$ cat config.mk
export PLATFORM = sky130hd
export DESIGN_NAME = multicycle_controller
export DESIGN_NICKNAME = d
export VERILOG_FILES = /design/src/rtl/multicycle_controller.sv
export SDC_FILE = /design/constraint.sdc
export NUM_CORES = 1
export LEC_CHECK = 0
export ABC_AREA = 1
export CORE_MARGIN = 4
export CORE_UTILIZATION = 45
export CTS_BUF_LIST = sky130_fd_sc_hd__clkbuf_16
export DETAILED_ROUTE_END_ITERATION = 10
export GPL_TIMING_DRIVEN = 0
export PLACE_DENSITY = 0.8
export REMOVE_ABC_BUFFERS = 1
export SETUP_SLACK_MARGIN = 0.1
export SLEW_MARGIN = 20
export SYNTH_ARGS = -nofsm -noshare
export SYNTH_HDL_FRONTEND = slang
export SYNTH_SLANG_ARGS = --single-unit
$ cat constraint.sdc
create_clock -name clk -period 1.9 [get_ports clk]
set_clock_uncertainty 0.05 [all_clocks]
set_input_delay 0.19 -clock clk [delete_from_list [all_inputs] [get_ports clk]]
set_output_delay 0.19 -clock clk [all_outputs]
set_load 0.02 [all_outputs]
$ cat src/rtl/multicycle_controller.sv
// Multicycle RV32I main controller: sequences fetch/decode/execute through a shared ALU and memory.
// Optional retired-instruction counter port `instret` is built when INSTRET_EN is defined.
module multicycle_controller #(
  parameter int unsigned MAX_WAIT = 15,
  parameter int unsigned WAIT_W   = 4
) (
  input  logic        clk,
  input  logic        reset,
  input  logic [6:0]  op,
  input  logic        mem_ready,
  output logic        mem_req,
  output logic        PCWrite,
  output logic        Branch,
  output logic        AdrSrc,
  output logic        MemWrite,
  output logic        IRWrite,
  output logic [1:0]  ResultSrc,
  output logic [1:0]  ALUSrcA,
  output logic [1:0]  ALUSrcB,
  output logic [1:0]  ALUOp,
  output logic [2:0]  ImmSrc,
  output logic        RegWrite,
  output logic        illegal,
`ifdef INSTRET_EN
  output logic [31:0] instret,
`endif
  output logic        bus_err
);

  typedef enum logic [3:0] {
    S_FETCH, S_DECODE, S_MEMADR, S_MEMREAD, S_MEMWB, S_MEMWRITE, S_EXECR,
    S_EXECI, S_LUI, S_ALUWB, S_BRANCH, S_JALRADR, S_JAL, S_TRAP
  } state_t;

  // Raw per-state strobes; fetch/jal/write strobes are qualified by mem_ready and timeout below.
  typedef struct packed {
    logic       mem_req;
    logic       fetch;
    logic       jal_pc;
    logic       branch;
    logic       adr_src;
    logic       mem_write;
    logic       reg_write;
    logic [1:0] result_src;
    logic [1:0] alu_src_a;
    logic [1:0] alu_src_b;
    logic [1:0] alu_op;
  } ctrl_t;

  state_t            state_q;
  state_t            state_nxt;
  ctrl_t             ctrl_q;
  logic [WAIT_W-1:0] wait_cnt;
  logic              timeout;
  logic              illegal_q;
  logic              bus_err_q;

  function automatic ctrl_t ctrl_of(input state_t s);
    ctrl_t c;
    c = '0;
    case (s)
      S_FETCH: begin
        c.mem_req    = 1'b1;
        c.fetch      = 1'b1;
        c.alu_src_b  = 2'b10;
        c.result_src = 2'b10;
      end
      S_DECODE: begin
        c.alu_src_a = 2'b01;
        c.alu_src_b = 2'b01;
      end
      S_MEMADR, S_JALRADR: begin
        c.alu_src_a = 2'b10;
        c.alu_src_b = 2'b01;
      end
      S_MEMREAD: begin
        c.mem_req = 1'b1;
        c.adr_src = 1'b1;
      end
      S_MEMWB: begin
        c.result_src = 2'b01;
        c.reg_write  = 1'b1;
      end
      S_MEMWRITE: begin
        c.mem_req   = 1'b1;
        c.adr_src   = 1'b1;
        c.mem_write = 1'b1;
      end
      S_EXECR: begin
        c.alu_src_a = 2'b10;
        c.alu_op    = 2'b10;
      end
      S_EXECI: begin
        c.alu_src_a = 2'b10;
        c.alu_src_b = 2'b01;
        c.alu_op    = 2'b10;
      end
      S_LUI: begin
        c.alu_src_a = 2'b11;
        c.alu_src_b = 2'b01;
      end
      S_ALUWB: c.reg_write = 1'b1;
      S_BRANCH: begin
        c.alu_src_a = 2'b10;
        c.alu_op    = 2'b01;
        c.branch    = 1'b1;
      end
      S_JAL: begin
        c.alu_src_a = 2'b01;
        c.alu_src_b = 2'b10;
        c.jal_pc    = 1'b1;
      end
      default: c = '0;
    endcase
    return c;
  endfunction

  function automatic state_t next_of(input state_t s, input logic [6:0] o,
                                     input logic rdy, input logic to);
    state_t n;
    n = s;
    case (s)
      S_FETCH: n = rdy ? S_DECODE : (to ? S_TRAP : S_FETCH);
      S_DECODE: begin
        case (o)
          7'b0000011, 7'b0100011: n = S_MEMADR;
          7'b0110011:             n = S_EXECR;
          7'b0010011:             n = S_EXECI;
          7'b1100011:             n = S_BRANCH;
          7'b1101111:             n = S_JAL;
          7'b1100111:             n = S_JALRADR;
          7'b0110111:             n = S_LUI;
          7'b0010111:             n = S_ALUWB;
          default:                n = S_TRAP;
        endcase
      end
      S_MEMADR:   n = o[5] ? S_MEMWRITE : S_MEMREAD;
      S_MEMREAD:  n = rdy ? S_MEMWB : (to ? S_TRAP : S_MEMREAD);
      S_MEMWRITE: n = rdy ? S_FETCH : (to ? S_TRAP : S_MEMWRITE);
      S_MEMWB, S_ALUWB, S_BRANCH: n = S_FETCH;
      S_EXECR, S_EXECI, S_LUI:    n = S_ALUWB;
      S_JALRADR:  n = S_JAL;
      S_JAL:      n = S_ALUWB;
      default:    n = S_TRAP;
    endcase
    return n;
  endfunction

  // A ready in the same cycle the counter hits MAX_WAIT still completes the access.
  assign timeout   = ctrl_q.mem_req && !mem_ready && (wait_cnt == WAIT_W'(MAX_WAIT));
  assign state_nxt = next_of(state_q, op, mem_ready, timeout);

  always_ff @(posedge clk) begin
    if (reset) begin
      state_q   <= S_FETCH;
      ctrl_q    <= ctrl_of(S_FETCH);
      wait_cnt  <= '0;
      illegal_q <= 1'b0;
      bus_err_q <= 1'b0;
    end else begin
      state_q <= state_nxt;
      ctrl_q  <= ctrl_of(state_nxt);
      if (ctrl_q.mem_req && !mem_ready && !timeout)
        wait_cnt <= wait_cnt + 1'b1;
      else
        wait_cnt <= '0;
      if (state_q == S_DECODE && state_nxt == S_TRAP)
        illegal_q <= 1'b1;
      if (timeout)
        bus_err_q <= 1'b1;
    end
  end

`ifdef INSTRET_EN
  logic [31:0] instret_q;

  always_ff @(posedge clk) begin
    if (reset)
      instret_q <= '0;
    else if (state_nxt == S_FETCH && state_q != S_FETCH && state_q != S_TRAP)
      instret_q <= instret_q + 32'd1;
  end

  assign instret = instret_q;
`endif

  always_comb begin
    ImmSrc = 3'b000;
    case (op)
      7'b0000011, 7'b0010011, 7'b1100111: ImmSrc = 3'b000;
      7'b0100011:                         ImmSrc = 3'b001;
      7'b1100011:                         ImmSrc = 3'b010;
      7'b1101111:                         ImmSrc = 3'b011;
      7'b0110111, 7'b0010111:             ImmSrc = 3'b100;
      default:                            ImmSrc = 3'b000;
    endcase
  end

  assign mem_req   = ctrl_q.mem_req;
  assign PCWrite   = ctrl_q.jal_pc | (ctrl_q.fetch & mem_ready);
  assign IRWrite   = ctrl_q.fetch & mem_ready;
  assign MemWrite  = ctrl_q.mem_write & ~timeout;
  assign Branch    = ctrl_q.branch;
  assign AdrSrc    = ctrl_q.adr_src;
  assign RegWrite  = ctrl_q.reg_write;
  assign ResultSrc = ctrl_q.result_src;
  assign ALUSrcA   = ctrl_q.alu_src_a;
  assign ALUSrcB   = ctrl_q.alu_src_b;
  assign ALUOp     = ctrl_q.alu_op;
  assign illegal   = illegal_q;
  assign bus_err   = bus_err_q;

endmodule

# Word-level counts from Yosys, hierarchy flattened
# Index checks and enable logic that the tools add are counted.
[word_totals]
regBits = 25
latchBits = 0
mem_bits_rw = 0
romBits = 0
out_inout_bits = 20
mem_count = 0
[classes]
n_addsub = 1
n_mul = 0
div = 0
order_cmp = 0
eq_ne = 35
n_shift = 0
muxes = 21
bitwise_logic = 5
n_reduce_logical = 21
[op_table]
columns = ["cell", "count"]
rows = [
  ["case mux 4 bit (8 select lines)", 2],
  ["equality test 4 bit, second input constant", 12],
  ["equality test 4 x 3 -> 1 bit, second input constant", 8],
  ["2-to-1 mux 4 bit", 6],
  ["equality test 7 x 6 -> 1 bit, second input constant", 3],
  ["equality test 7 bit, second input constant", 3],
  ["equality test 4 x 2 -> 1 bit, second input constant", 4],
  ["OR reduction 2 bit", 8],
  ["equality test 7 x 5 -> 1 bit, second input constant", 2],
  ["case mux 2 bit (2 select lines)", 3],
  ["case mux 3 bit (4 select lines)", 1],
  ["OR reduction 5 bit", 2],
  ["equality test 4 x 1 -> 1 bit, second input constant", 2],
  ["logical NOT 4 bit", 2],
  ["equality test 7 x 2 -> 1 bit, second input constant", 1],
  ["2-to-1 mux 1 bit", 7],
  ["case mux 2 bit (3 select lines)", 1],
  ["OR reduction 3 bit", 2],
  ["adder 4 x 1 -> 4 bit, second input constant", 1],
  ["logical AND 1 bit", 4],
  ["OR reduction 4 bit", 1],
  ["2-to-1 mux 3 bit", 1],
  ["bitwise AND 1 bit", 2],
  ["logical NOT 1 bit", 2],
  ["other kinds (2)", 3],
]

# Depth between registers and ports, before layout
[depth]
ltp_word = 9
depth_mapped = 15
mapped_depth_nobuf = 15

# Worst setup path before layout
# Ideal clock, no wire load.
[synth_path]
kind = "reg-to-reg"
startpoint = "reg wait_cnt[0]"
endpoint = "reg ctrl_q (netlist bit ALUSrcB[0])"
setup_ps = 128
arrival_time_ps = 1493
setup_slack_ps = 229
path_stages_with_launch = 14
path_buffers = 0
synth_period_minus_slack_ps = 1671
cell_sequence = "dfxtp_1 > ha_1 > nand3_1 > nor2_4 > nor2_1 > nor2_1 > nor2_1 > nand2_2 > nand2_4 > inv_1 > nand2_1 > nand3_1 > nor2_1 > nor2_1"
[synth_between]
elab_chain_cells = 8
[synth_lines]
columns = ["item", "line_no", "rtl"]
rows = [
  ["start: declaration", "53", "logic [WAIT_W-1:0] wait_cnt;"],
  ["start signal: assignment", "164", "wait_cnt <= wait_cnt + 1'b1;"],
  ["equality test 4 bit *", "150", "assign timeout = ctrl_q.mem_req && !mem_ready && (wait_cnt == WAIT_W'(MAX_WAIT));"],
  ["logical AND 1 bit *", "150", ""],
  ["2-to-1 mux 4 bit (on tied branches) (2 in a row)", "123, 138, 139", ""],
  ["case mux 4 bit (8 select lines) *", "122", "case (s)"],
  ["equality test 4 bit, or another cell as far along", "61", "case (s)"],
  ["OR reduction 5 bit (no source line) or OR reduction 2 bit (tied branches)", "-", ""],
  ["case mux 2 bit (2 select lines) *", "61", ""],
  ["end signal: assignment", "156", "ctrl_q <= ctrl_of(S_FETCH);"],
  ["end signal: assignment", "162", "ctrl_q <= ctrl_of(state_nxt);"],
  ["end: declaration", "52", "ctrl_t ctrl_q;"],
]
# Every way passes the cells marked *; elsewhere a longest branch is shown, timed or not.
# A chain may end at the register's enable or synchronous reset.

# Worst setup path after layout
[layout_path]
startpoint = "in op[4]"
endpoint = "reg ctrl_q (netlist bit ALUSrcB[0])"
[layout_between]
elab_chain_cells = 7
[layout_lines]
columns = ["item", "line_no", "rtl"]
rows = [
  ["start: declaration", "9", "input logic [6:0] op,"],
  ["equality test 7 x 6 -> 1 bit or equality test 7 x 2 -> 1 bit (tied branches)", "125", "case (o)"],
  ["OR reduction 2 bit", "125", ""],
  ["case mux 4 bit (8 select lines) *", "125", ""],
  ["case mux 4 bit (8 select lines) *", "122", ""],
  ["equality test 4 bit, or another cell as far along", "61", ""],
  ["OR reduction 5 bit (no source line) or OR reduction 2 bit (tied branches)", "-", ""],
  ["case mux 2 bit (2 select lines) *", "61", ""],
]
# Marked as above.

==> impl_metrics.py <==
metrics = {
    "run_status": {
        "status": "complete, no violations",
    },
    "cells_and_area": {
        "register_area_um2": 470,
        "final_area_mm2": 0.00192,
        "antenna_cells": 0,
        "multi_input_area_um2": 832,
        "num-nets-final": 245,
        "fillCellCount": 197,
        "area_delta_synth_final_pct": 48.6,
        "drive_gt1_frac": 0.322,
    },
    "grt": {
        "grt_pass1_vias": 1082,
        "antenna_found_initial": 0,
        "grt_pass1_wl_um": 4430,
        "grt_max_degree": 14,
        "grt_usage": 0.154,
        "grt.overflow.total": 0,
    },
    "timing": {
        "slew_headroom": 0.657,
        "tightest_slew_ns": 0.513,
        "timing.final.crit_share": 0.924,
        "min_period_ns": 1.76,
        "setup_viol": 0,
        "max_freq_mhz": 569,
        "rsz0062_at_grt": "yes",
        "hold_violations": 0,
        "maxSlewViolCount": 0,
        "fin_setup_tns_ns": 0,
        "hold_ws_ns": 0.392,
        "setup_slack_ns": 0.144,
    },
    "routing": {
        "drt_iter0_markers": 23,
        "drtAntennaViolNets": 0,
        "drc": 0,
        "wl_met3_um": 179,
        "vias_per_cell": 5.07,
        "drt-met1-wl_um": 1380,
        "firstDrtPassIters": 4,
        "wl_met2_um": 1750,
        "vias": 1338,
        "wl_per_cell_um": 12.6,
        "finalWirelength_um": 3340,
        "highest_layer": "met4",
    },
    "critical_path": {
        "worstPathArrival_ns": 1.83,
        "cp_data_required_time_ns": 1.97,
        "path_class": "primary input to flop",
        "start_kind": "primary input",
        "cp_max_fo": 7,
        "cp-end-kind": "flop",
    },
    "floorplan": {
        "core_mm2": 0.00276,
        "dieWidth_um": 61.6,
        "io_pins": 30,
        "rows": 19,
        "start_util": 0.469,
        "die_area_mm2": 0.00380,
        "die_y_um": 61.6,
    },
    "cts": {
        "clk_path_buf_depth": 2,
        "cts_tree": "built",
        "clk_pin_slew_ns": 0.06,
        "cts_buffers": 3,
        "htree_levels": 1,
        "root_buffer": "clkbuf_16",
        "hold_buffers": 0,
        "clkLatencyLatePin_ns": 0.25,
        "clock-sinks": 23,
    },
    "synthesis": {
        "synth_edf_count": 0,
        "yosysTopAreaCell": "dfxtp_1",
        "synth_cell_types": 26,
        "synthArstFlopShare": 0,
        "ys_top_cells_by_area": "dfxtp_1, nand2_1, nor2_1",
        "synth_area_per_cell_um2": 6.60,
        "synth.most_common_cell": "nand2_1",
        "syn_area_mm2": 0.00129,
        "synth_commonest_cells": "nand2_1, nor2_1, dfxtp_1",
        "synth_cells": 196,
        "yosys_warnings": 0,
        "synth-seq-cells": 23,
        "seq_area_frac_synth": 0.356,
        "synth_flop_cell": "dfxtp_1",
        "yosys.area.top_type_share": 0.356,
    },
    "placement": {
        "dp_hpwl_um": 1980,
        "place_area_mm2": 0.00156,
        "place_ws_ns": -0.171,
        "place_congestion": 0.844,
        "port_buffers": 29,
    },
    "power_and_ir_drop": {
        "powerDensity_mw_per_mm2": 1290,
        "leakagePower_nw": 0.949,
        "vdd_drop_max_uv": 1660,
        "power_mw": 2.49,
    },
    "min_path": {
        "min_path_type": "flop to flop",
    },
    "run": {
        "cap_viol_max_count": 0,
    },
}
==> state kept, by name, summed over array words and instances, names as in the netlist <==
name,cells
illegal,1
bus_err,1
ALUSrcA,2
Branch,1
ctrl_q,2
state_q,4
ResultSrc,2
mem_req,1
ALUSrcB,2
RegWrite,1
ALUOp,1
AdrSrc,1
wait_cnt,4
==> per-stage QoR <==
stage / cells / utilization
5_1_grt: 264 / 0.697
2_1_floorplan: 187 / -
4_1_cts: 260 / 0.634
6_report: 264 / 0.697
3_5_place_dp: 247 / 0.565
3_3_place_gp: 247 / 0.565
==> power breakdown <==
group          leakage [nW]  internal, mW  total [mW]  switching [mW]
Clock                0.0423         0.280       0.438           0.158
Sequential            0.191         0.601       0.693          0.0917
Combinational         0.716         0.521        1.35           0.833
==> critical path: stages <==
cell and delay (ns):
clkdlybuf4s50_1 0.41, inv_2 0.08, nand2_4 0.06, nor2_4 0.12
nand2_2 0.09, and2_0 0.16, o21ai_1 0.07, nand2_1 0.12
nand2_4 0.18, nor2_4 0.06, nand2_2 0.07, nand3_1 0.07
nor2_1 0.09, nor2_1 0.04
==> what timing repair did <==
action | in CTS | in global routing
endpoints found under the setup margin | 11 | 14
gates resized for setup | 17 | 51
hold endpoints to repair | 0 | 0
setup buffers | 9 | 4
pin swaps | 5 | 13
==> layout by cell type (no fill, tap or decap), types with 6 or more instances in the layout <==
cell             instances
nor2_4                  11
clkdlybuf4s50_1         18
dfxtp_1                 17
dlymetal6s2s_1           6
nor2_1                  23
nand3_1                 11
nand2_4                  8
buf_4                   12
inv_1                   18
nand2_1                 41
nor2_2                   9
inv_2                    8
==> logic make-up after synthesis <==
family                   synth area share
XOR/XNOR                           0.0135
AND/OR/NAND/NOR                     0.441
buffers and inverters               0.128
flip-flops                          0.356
adder cells (fa/ha/maj)           0.00967
AO/OA/AOI/OAI                      0.0522
==> layer usage <==
| metal | vias to the layer above | track usage |
|---|---|---|
| li1 | 676 | - |
| met1 | 606 | 0.198 |
| met2 | 50 | 0.263 |
| met3 | 6 | 0.0335 |
| met4 | 0 | 0.0364 |
| met5 | - | 0 |
==> path summary, 6_finish.rpt <==
| path | cells past startpoint | end | startpoint | slack [ns] |
|---|---|---|---|---|
| max reg2reg | 12 | ALUSrcB[0]$_SDFF_PP0_ | wait_cnt[0]$_SDFF_PP0_ | 0.16 |
| max | 14 | ALUSrcB[0]$_SDFF_PP0_ | op[4] | 0.14 |
| min | 1 | wait_cnt[0]$_SDFF_PP0_ | wait_cnt[0]$_SDFF_PP0_ | 0.39 |
| min reg2reg | 1 | wait_cnt[0]$_SDFF_PP0_ | wait_cnt[0]$_SDFF_PP0_ | 0.39 |
==> area by class of cell <==
class | count | share of cell area
Clock buffer | 3 | 0.0390
Clock inverter | 1 | 0.00195
Inverter | 27 | 0.0553
Multi-Input combinational cell | 137 | 0.433
Sequential cell | 23 | 0.245
Tap cell | 31 | 0.0202
Timing Repair Buffer | 42 | 0.206
No activity file was read; power rests on OpenSTA's default activity.
==> patch, RTL diff (same settings) <==
Add a define of `INSTRET_EN`.
--- a/src/rtl/multicycle_controller.sv
+++ b/src/rtl/multicycle_controller.sv
@@ -1,5 +1,7 @@
 // Multicycle RV32I main controller: sequences fetch/decode/execute through a shared ALU and memory.
 // Optional retired-instruction counter port `instret` is built when INSTRET_EN is defined.
+`define INSTRET_EN
+
 module multicycle_controller #(
   parameter int unsigned MAX_WAIT = 15,
   parameter int unsigned WAIT_W   = 4
Formal check against the unedited RTL (old outputs only; new: instret): equivalent (equiv_simple and equiv_induct, registers matched by name and starting in step).
==> patch against the unedited design <==
Worst setup slack lost 0.32 ns; total power grew to 2.8 times the old value; largest power group unchanged; wire length grew to 3.4 times the old value; sequential cell count grew 32; cell area grew to 2.5 times the old value; fmax shrank 16%; the run now ends with negative setup slack left; synthesized area grew to 2.5 times the old value; worst hold slack lost 0.082 ns.
==> patch: results (changes against the unedited design) <==
stage,metric,value,unit,change
worst_hold_path,Hold Crit Class,primary input to flip-flop,,
sta,final setup vio count,36,,+36
cells_and_area,Nets,586,,+140%
place,post-DP HPWL,6.31,mm,+220%
run_status,status,finished with violations,,
synthesis,Ys Warns,0,,unchanged
place,Port Buffers,61,,+110%
global_route,largest net degree at the start of global routing,26,,+12
clocking,Clock Pin Slew Worst Setup and Hold Paths,0.08,ns,+0.02 ns
setup_path,worst-path maximum fanout,6,,-1
global_route,first-pass GRT wire length,16.0,mm,+260%
synthesis,synth top area cells,"dfxtp_1, nand2_1, nand3_1",,
global_route,number of global-route vias before repair,3402,,+210%
sta,Setup TNS,-3.61,ns,-3.61 ns
power_and_ir_drop,VDD IR-drop max,0.791,mV,-52%
place,RD Place Congestion,0.934,,+11%
sta,Max-slew headroom,64.9,%,-0.79 points
detailed_routing,Initial DRC Count,493,,+2000%
detailed_routing,vias per cell,5.68,,+12%
cells_and_area,share of cells above drive strength 1,28.9,%,-3.3 points
global_route,Total GRT Usage,22.7,%,+7.3 points
clocking,Longest Clk Path Bufs,2,,unchanged
global_route,initial antenna violation count,0,,unchanged
synthesis,fraction of registers with async set/reset,0,%,unchanged
clocking,TritonCTS buffer count,5,,+2
clocking,clock insertion delay at the later pin of the skew report,0.30,ns,+0.05 ns
place,DP Worst Slack,-0.911,ns,-0.739 ns
cells_and_area,Largest register FFs,32,,
synthesis,commonest cells in the synthesized netlist,"nand2_1, nor2_1, nand3_1",,
synthesis,Synth cell types,34,,+31%
detailed_routing,Total Wirelength,11.4,mm,+240%
setup_path,Worst EP arrival,2.26,ns,+0.43 ns
synthesis,post-synthesis sequential area ratio,33.6,%,-2.0 points
clocking,root buf cell,clkbuf_16,,
place,area post-placement,3880,sq um,+150%
setup_path,Max stage delay on crit path,0.45,ns,+0.04 ns
detailed_routing,First-pass DRT Iterations,5,,+1
power_and_ir_drop,Leak,1.86,nW,+96%
clocking,H-tree depth,2,,+1
synthesis,ys flop type,dfxtp_1,,
sta,setup ws final,-0.180,ns,-0.324 ns
run_status,failing checks,negative setup slack,,
==> patch: kinds of logic (layout without fill, tap and decap cells) <==
kind of cell | after synthesis | in the layout | share of synthesized area (%)
and+or+nand+nor | 278 | 282 | 39.0
buffers and inverters | 75 | 157 | 10.6
DFF | 55 | 55 | 33.6
AOI/OAI and AO/OA | 47 | 47 | 7.42
xor gates and xnor gates | 32 | 32 | 8.56
adders and majority gates | 2 | 2 | 0.764
==> patch: worst max-delay path: cells and delay by family <==
family / cells / cell delay, ns
buf+inv: 4 / 0.86
compound gates: 1 / 0.16
simple gates: 10 / 1.03
==> patch: report_power, final <==
group | total [mW] | leakage [nW] | internal [mW] | switching, mW
clock network | 0.975 | 0.0748 | 0.503 | 0.473
logic | 4.69 | 1.33 | 1.92 | 2.77
registers | 1.41 | 0.451 | 1.30 | 0.107
total | 7.08 | 1.86 | 3.73 | 3.35
==> patch: area by class of cell <==
cell class	count	area, sq um
timing repair buffer	95	977
sequential	55	1120
inverter	53	219
multi-input combinational	363	2280
fill	500	2070
clock buffer	5	125
clock inverter	3	26.3
timing repair inverter	1	6.26
tap	96	120
==> patch: metal layers <==
layer	track usage (%)	up-vias	wire length, um
li1	-	1750	-
met1	29.0	1792	4360
met2	38.5	211	5680
met3	3.70	55	892
met4	8.18	0	416
met5	0	-	0
==> patch: final timing paths <==
kind | startpoint | end | slack [ns] | cells past startpoint
setup / recovery | op[1] | instret[17]$_SDFFE_PP0P_ | -0.18 | 15
hold / removal | reset | instret[8]$_SDFFE_PP0P_ | 0.31 | 2
setup reg to reg | state_q[0]$_SDFF_PP0_ | instret[17]$_SDFFE_PP0P_ | -0.16 | 13
hold reg to reg | illegal$_SDFFE_PP0P_ | illegal$_SDFFE_PP0P_ | 0.41 | 2
==> patch: stage by stage <==
step | power (mW) | std cells
floorplan | 2.79 | 467
global placement | 3.38 | 624
detailed placement | 3.44 | 625
CTS | 5.92 | 661
global route | 7.31 | 671
finish | 7.08 | 671
==> patch: repair_timing <==
| action | 4_1_cts | 5_1_grt |
|---|---|---|
| resized for setup | 67 | 84 |
| cloned | 5 | 1 |
| setup endpoints to repair | 51 | 45 |
| pin swaps | 12 | 43 |
| buffers inserted | 23 | 9 |
| endpoints found under the hold margin | 0 | 0 |
